--- src/rtl/kbd_ascii_ctrl.sv ---
// PS/2 make-code decoder feeding an external scan-to-ASCII lookup, with a
// first-word-fall-through character FIFO and a sticky overflow flag.
module kbd_ascii_ctrl #(
  parameter int ADDR_W         = 2,
  parameter int FILTER_UNKNOWN = 1
) (
  input  logic       clk,
  input  logic       reset_n,
  input  logic [7:0] scan_code,
  input  logic       scan_done_tick,
  output logic [7:0] key_code,
  input  logic [7:0] ascii_code,
  input  logic       rd_en,
  output logic [7:0] rd_data,
  output logic       empty,
  output logic       full,
  output logic       overflow,
  input  logic       clr_ovf
);

  localparam int DEPTH = 1 << ADDR_W;
  localparam logic [ADDR_W:0] PTR_ONE = {{ADDR_W{1'b0}}, 1'b1};

  typedef enum logic [2:0] {IDLE, BRK, EXT, EXT_BRK, WRITE} state_t;

  state_t          state_q, state_d;
  logic [7:0]      key_code_q, key_code_d;
  logic [7:0]      last_key_q, last_key_d;
  logic [ADDR_W:0] wr_ptr_q, rd_ptr_q;
  logic            ovf_q;
  logic [7:0]      mem_q [DEPTH];

  logic push_req, push, pop, ovf_set;

  always_comb begin
    state_d    = state_q;
    key_code_d = key_code_q;
    last_key_d = last_key_q;
    case (state_q)
      IDLE: if (scan_done_tick) begin
        if (scan_code == 8'hF0)            state_d = BRK;
        else if (scan_code == 8'hE0)       state_d = EXT;
        else if (scan_code != last_key_q) begin
          key_code_d = scan_code;
          last_key_d = scan_code;
          state_d    = WRITE;
        end
      end
      BRK: if (scan_done_tick) begin
        if (scan_code == last_key_q) last_key_d = 8'h00;
        state_d = IDLE;
      end
      EXT: if (scan_done_tick) begin
        state_d = (scan_code == 8'hF0) ? EXT_BRK : IDLE;
      end
      EXT_BRK: if (scan_done_tick) state_d = IDLE;
      WRITE:   state_d = IDLE;
      default: state_d = IDLE;
    endcase
  end

  assign empty = (wr_ptr_q == rd_ptr_q);
  assign full  = (wr_ptr_q[ADDR_W] != rd_ptr_q[ADDR_W]) &&
                 (wr_ptr_q[ADDR_W-1:0] == rd_ptr_q[ADDR_W-1:0]);

  // Unknown-key lookups are dropped silently: no push and no overflow.
  assign push_req = (state_q == WRITE) && !((FILTER_UNKNOWN != 0) && (ascii_code == 8'h2A));
  assign push     = push_req && (!full || rd_en);
  assign pop      = rd_en && !empty;
  assign ovf_set  = (push_req && full && !rd_en) || ((state_q == WRITE) && scan_done_tick);

  always_ff @(posedge clk or negedge reset_n) begin
    if (!reset_n) begin
      state_q    <= IDLE;
      key_code_q <= 8'h00;
      last_key_q <= 8'h00;
      wr_ptr_q   <= '0;
      rd_ptr_q   <= '0;
      ovf_q      <= 1'b0;
    end else begin
      state_q    <= state_d;
      key_code_q <= key_code_d;
      last_key_q <= last_key_d;
      if (push) wr_ptr_q <= wr_ptr_q + PTR_ONE;
      if (pop)  rd_ptr_q <= rd_ptr_q + PTR_ONE;
      // A set event wins over a same-cycle clear.
      if (ovf_set)      ovf_q <= 1'b1;
      else if (clr_ovf) ovf_q <= 1'b0;
    end
  end

  always_ff @(posedge clk) begin
    if (push) mem_q[wr_ptr_q[ADDR_W-1:0]] <= ascii_code;
  end

  assign key_code = key_code_q;
  assign overflow = ovf_q;
  assign rd_data  = empty ? 8'h00 : mem_q[rd_ptr_q[ADDR_W-1:0]];

endmodule

--- config.mk ---
export PLATFORM = sky130hd
export DESIGN_NAME = kbd_ascii_ctrl
export DESIGN_NICKNAME = d
export VERILOG_FILES = /design/src/rtl/kbd_ascii_ctrl.sv
export SDC_FILE = /design/constraint.sdc
export NUM_CORES = 1
export LEC_CHECK = 0
export ABC_AREA = 1
export BUFFER_PORTS_ARGS = -buffer_cell sky130_fd_sc_hd__buf_4
export CORE_ASPECT_RATIO = 0.75
export CORE_MARGIN = 2
export CORE_UTILIZATION = 50
export DETAILED_ROUTE_END_ITERATION = 8
export PLACE_DENSITY_LB_ADDON = 0.25
export SYNTH_ARGS = -nofsm -noshare
export SYNTH_HDL_FRONTEND = slang
export SYNTH_SLANG_ARGS = --single-unit
export TNS_END_PERCENT = 10
--- constraint.sdc ---
create_clock -name clk -period 2.35 [get_ports clk]
set_input_delay 0.235 -clock clk [delete_from_list [all_inputs] [get_ports clk]]
set_output_delay 0.235 -clock clk [all_outputs]
set_load 0.02 [all_outputs]
Yosys cells after proc, flatten, opt, wreduce, memory -nomap -nowiden

Memories as Yosys holds them, arrays and structs flattened.
Index checks and enable logic that the tools add are counted.
Widths: inputs -> output; s select.

Bits in writable memories: 32
Output and inout port bits: 19
Register bits: 26
Memories: 1
Input port bits: 21

Memory list:

| memory | words | bits a word | read ports | clocked after memory_dff | write ports | RTL line | source |
|---|---|---|---|---|---|---|---|
| mem_q  | 4     | 8           | 1          | 0                        | 1           | 31       | `logic [7:0] mem_q [DEPTH];` |

Bitwise logic cells: 2
Add/subtract/negate cells: 2
Multiplexer cells: 20
Reductions and logical operators: 20
Equal/unequal tests: 21

Operator list:

| kind                | number |
|---|---|
| $mux 8              | 7 |
| $mux 3              | 6 |
| $eq 8x8->1 const B  | 2 |
| $pmux 8 s2          | 1 |
| $ne 2x2->1 const B  | 7 |
| $pmux 3 s3          | 1 |
| $eq 8x6->1 const B  | 1 |
| $eq 8x8->1          | 1 |
| $ne 8x8->1          | 1 |
| $logic_and 1x1->1   | 7 |
| $reduce_and 7->1    | 1 |
| $add 3x1->3 const B | 2 |
| $eq 3x2->1 const B  | 2 |
| $reduce_and 5->1    | 1 |
| $logic_not 1->1     | 4 |
| $mux 1              | 4 |
| $ne 4x4->1 const B  | 1 |
| $reduce_and 4->1    | 1 |
| $reduce_bool 2->1   | 2 |
| $eq 3x1->1 const B  | 1 |
| $eq 3x3->1          | 1 |
| $eq 3x3->1 const B  | 1 |
| $logic_not 3->1     | 1 |
| $eq 2x2->1          | 1 |
| 6 further kinds     | 8 |

Longest topological paths before layout

Word-level depth: 7
Gate-level depth with buffers: 11

Least setup slack after synthesis

No wires, ideal clock.

Path kind: register -> register
Start point: register rd_ptr_q[0]
End point: memory mem_q[0][0] (enable)
Clock period less this slack: 1738 ps
Path buffers: 1
Library setup time: 371 ps
Setup slack: 612 ps
Arrival time: 1367 ps
Cell stages (with the launch flop): 8
Path through: dfrtp_1 > buf_6 > xnor2_2 > nand2_1 > nor2_4 > nand2_2 > nand2_4 > nor2_1

Longest elaborated chain between the ends: 7

Ends and longest elaborated chain:

| element                      | RTL line | source |
|---|---|---|
| start, declared              | 29       | `logic [ADDR_W:0] wr_ptr_q, rd_ptr_q;` |
| start signal, assigned       | 85       | `if (pop) rd_ptr_q <= rd_ptr_q + PTR_ONE;` |
| $eq 2x2->1                   | 64       | `(wr_ptr_q[ADDR_W-1:0] == rd_ptr_q[ADDR_W-1:0]);` |
| $logic_and 1x1->1            | 63       | `assign full = (wr_ptr_q[ADDR_W] != rd_ptr_q[ADDR_W]) &&` |
| net full                     | 16       | `output logic full,` |
| $logic_not 1->1              | 68       | `assign push = push_req && (!full \|\| rd_en);` |
| $logic_or 1x1->1             | 68       |  |
| $logic_and 1x1->1            | 68       |  |
| $mux 1                       | 93       | `if (push) mem_q[wr_ptr_q[ADDR_W-1:0]] <= ascii_code;` |
| $mux 1 (not written as such) | 93       |  |
| end, declared                | 31       |  |

The timed path passes the listed nets, and every way through them passes these cells.

Worst setup path in the final report

Start point: register rd_ptr_q[2]
End point: output rd_data[6]

Longest elaborated chain between the ends: 2

Ends and longest elaborated chain:

| element       | RTL line | source |
|---|---|---|
| $eq 3x3->1    | 62       | `assign empty = (wr_ptr_q == rd_ptr_q);` |
| $mux 8        | 98       | `assign rd_data = empty ? 8'h00 : mem_q[rd_ptr_q[ADDR_W-1:0]];` |
| end, declared | 14       | `output logic [7:0] rd_data,` |

No other way between the ends.

==> flow_summary.toml <==
[status]
status = "finished, final reports clean"

[drt]
viasPerCell = 4.76
drc = 0
num_vias = 1998
drt-total-wl_microns = 5370
wl_per_cell_microns = 12.8
dr.pass1.iters = 4
ant_nets = 0
drt_iter0_markers = 109

[yosys]
netlist_area_sq_um = 2800
syn_inst = 289
postSynthAreaPerCell_sq_um = 9.68
yosys_warnings = 0
synth_area_leaders = "edfxtp_1, dfrtp_1, nand2_1"
synth_top_area_share = 0.343
yosysTopAreaCell = "edfxtp_1"
syn-num-nets = 315
synthDistinctLibCells = 32
ys_seq_elements = 58
seq_area_frac_synth = 0.576

[floorplanning]
initial_core_util = 0.520
die_height_microns = 68.8
core_sq_um = 5380
rows = 23
die_area_sq_um = 6220
die_w_microns = 90.4
ios = 40

[clock_network]
cts_buffers = 9
clkTransAtPathRegs_ns = 0.07
h-tree-depth = 3
cts_root_buf = "clkbuf_8"
cts_buffer_depth = 2
cts_sinks = 58
cts_tree = "done"
clock_latency_ns = 0.34

[setup_path]
r2r_slack_ns = 0.66
worstSetupStartpointType = "register"
worstPathArrival_ns = 1.90
reg2reg_depth = 7
crit_fanout = 12
crit_type = "register to output port"
crit_path_end_kind = "output port"
crit_required_ns = 2.12
r2r_end = "mem_q[3][4]$_DFFE_PP_"
timing.rr.start = "rd_ptr_q[0]$_DFFE_PN0P_"

[power]
power.switching_mw = 1.46
p_per_area_nw_per_um2 = 1130
seqPwrFrac = 0.362
clkPwrFrac = 0.230
totalPowerFinal_mw = 3.85
pwr-share-comb = 0.409
p_sw_frac = 0.380
p_leak_nw = 1.61
irDropWorstVdd_mv = 0.683
internal-power_mw = 2.39

[hold_path]
min_to = "mem_q[0][6]$_DFFE_PP_"
min_from = "ascii_code[6]"
min_delay_path_depth = 1
min_path_type = "input pin to register"

[sta]
fmax_mhz = 468
worstMarginPinSlew_ns = 0.505
setup_violations = 0
fin_worst_skew_ns = 0.0107
fin_tns_setup_ns = 0
rsz0062_at_grt = "no"
fin_crit_sh = 0.909
relSlewSlack = 0.663
drv_slew = 0
min_period_ns = 2.14
hold_viol = 0

[finish]
drive_above_1_share = 0.258
antennaDiodeCount = 0
layout_commonest_cell = "nand2_1"
nets = 366
area_growth_pct = 21.3
final_area_sq_um = 3390
final_cell_mix = "nand2_1, buf_4, inv_1"

[grt]
grt_pass1_vias = 1907
grt_antenna_before_repair = 0
overflow = 0
grt_max_degree = 27
grt_pass1_wl_microns = 9090
grt_usage = 0.197

[placement]
post_dp_cell_area_sq_um = 3190
io_buffers = 39
dp_hpwl_microns = 3860
gp_congestion = 0.845

[run]
drv_cap = 0
## cells by family after synthesis
| logic type | synth area share |
|---|---|
| buf+inv | 0.0706 |
| flops | 0.576 |
| simple gates | 0.241 |
| compound gates | 0.0514 |
| xor+xnor | 0.0393 |
| fa+ha+maj | 0.0224 |
## synth_stat cells
cell type  instances
a21oi_1            1
a21oi_2            1
buf_2              2
buf_4              1
buf_6              2
clkbuf_1           1
clkinv_1           1
dfrtp_1           26
edfxtp_1          32
ha_1               5
inv_1             37
inv_8              1
nand2_1           77
nand2_2           13
nand2_4            3
nand3_1           11
nand3_2            1
nand3b_1           1
nand4_1            1
nor2_1            36
nor2_2             2
nor2_4             2
nor3_1             2
nor3_2             1
o21ai_0            9
o221ai_1           1
o22ai_1            1
o32ai_1            8
xnor2_1            6
xnor2_2            2
xor2_1             1
xor2_2             1
## worst max-delay path by stage
stage | end | startpoint
2_1_floorplan | mem_q[0][0]$_DFFE_PP_ | rd_ptr_q[0]$_DFFE_PN0P_
3_3_place_gp | rd_data[3] | rd_ptr_q[2]$_DFFE_PN0P_
3_5_place_dp | rd_data[0] | rd_ptr_q[0]$_DFFE_PN0P_
4_1_cts | rd_data[0] | rd_ptr_q[0]$_DFFE_PN0P_
5_1_grt | rd_data[4] | rd_ptr_q[2]$_DFFE_PN0P_
6_report | rd_data[6] | rd_ptr_q[2]$_DFFE_PN0P_
## final cells by class
| type | instances | area [sq um] |
|---|---|---|
| multi-input cells | 186 | 990 |
| fillers | 456 | 1990 |
| clock buffers | 9 | 124 |
| clock inverters | 7 | 70.1 |
| flip-flops and latches | 58 | 1610 |
| repair buffers | 46 | 348 |
| well taps | 75 | 93.8 |
| inverters | 39 | 158 |
## critical path, cell delays in order, from the launching register on
cell and delay (ns):
dfrtp_1 0.41, xnor2_1 0.32, nand3_1 0.44, nand2_1 0.19, inv_1 0.06, buf_4 0.15
## timing repair
action                                  CTS  global route
endpoints found under the setup margin    0             8
hold buffers                              1             0
resized for setup                         0             1
endpoints found under the hold margin    26             0
buffers inserted                          0             0
## metal layers
layer / up-vias / routed length [microns] / track usage
met4: 0 / 104 / 0.0885
li1: 1028 / - / -
met2: 42 / 2300 / 0.285
met3: 10 / 278 / 0.0696
met5: - / 0 / 0
met1: 918 / 2680 / 0.271
## power groups by stage
stage / Clock, mW / Sequential (mW) / Combinational, mW
floorplan: 0 / 1.40 / 1.08
global route: 0.962 / 1.41 / 1.76
detailed placement: 0 / 1.41 / 1.57
global placement: 0 / 1.40 / 1.55
CTS: 0.908 / 1.39 / 1.58
finish: 0.883 / 1.39 / 1.57
## metrics by stage
| stage | hold slack [ns] | utilization | cells | setup WS [ns] |
|---|---|---|---|---|
| 6_report | 0.105 | 0.631 | 420 | 0.214 |
| 5_1_grt | 0.0879 | 0.631 | 420 | 0.0300 |
| 4_1_cts | 0.0882 | 0.630 | 420 | 0.155 |
| 3_5_place_dp | 0.167 | 0.592 | 403 | 0.547 |
| 3_3_place_gp | 0.164 | 0.592 | 403 | 0.592 |
| 2_1_floorplan | -0.0606 | - | 289 | 0.612 |
## flip-flops by register name (all words and copies together), names as in the netlist
register,flops
last_key_q,8
wr_ptr_q,3
overflow,1
rd_ptr_q,3
state_q,3
key_code,8
mem_q,32
(Power assumes the default switching activity.)
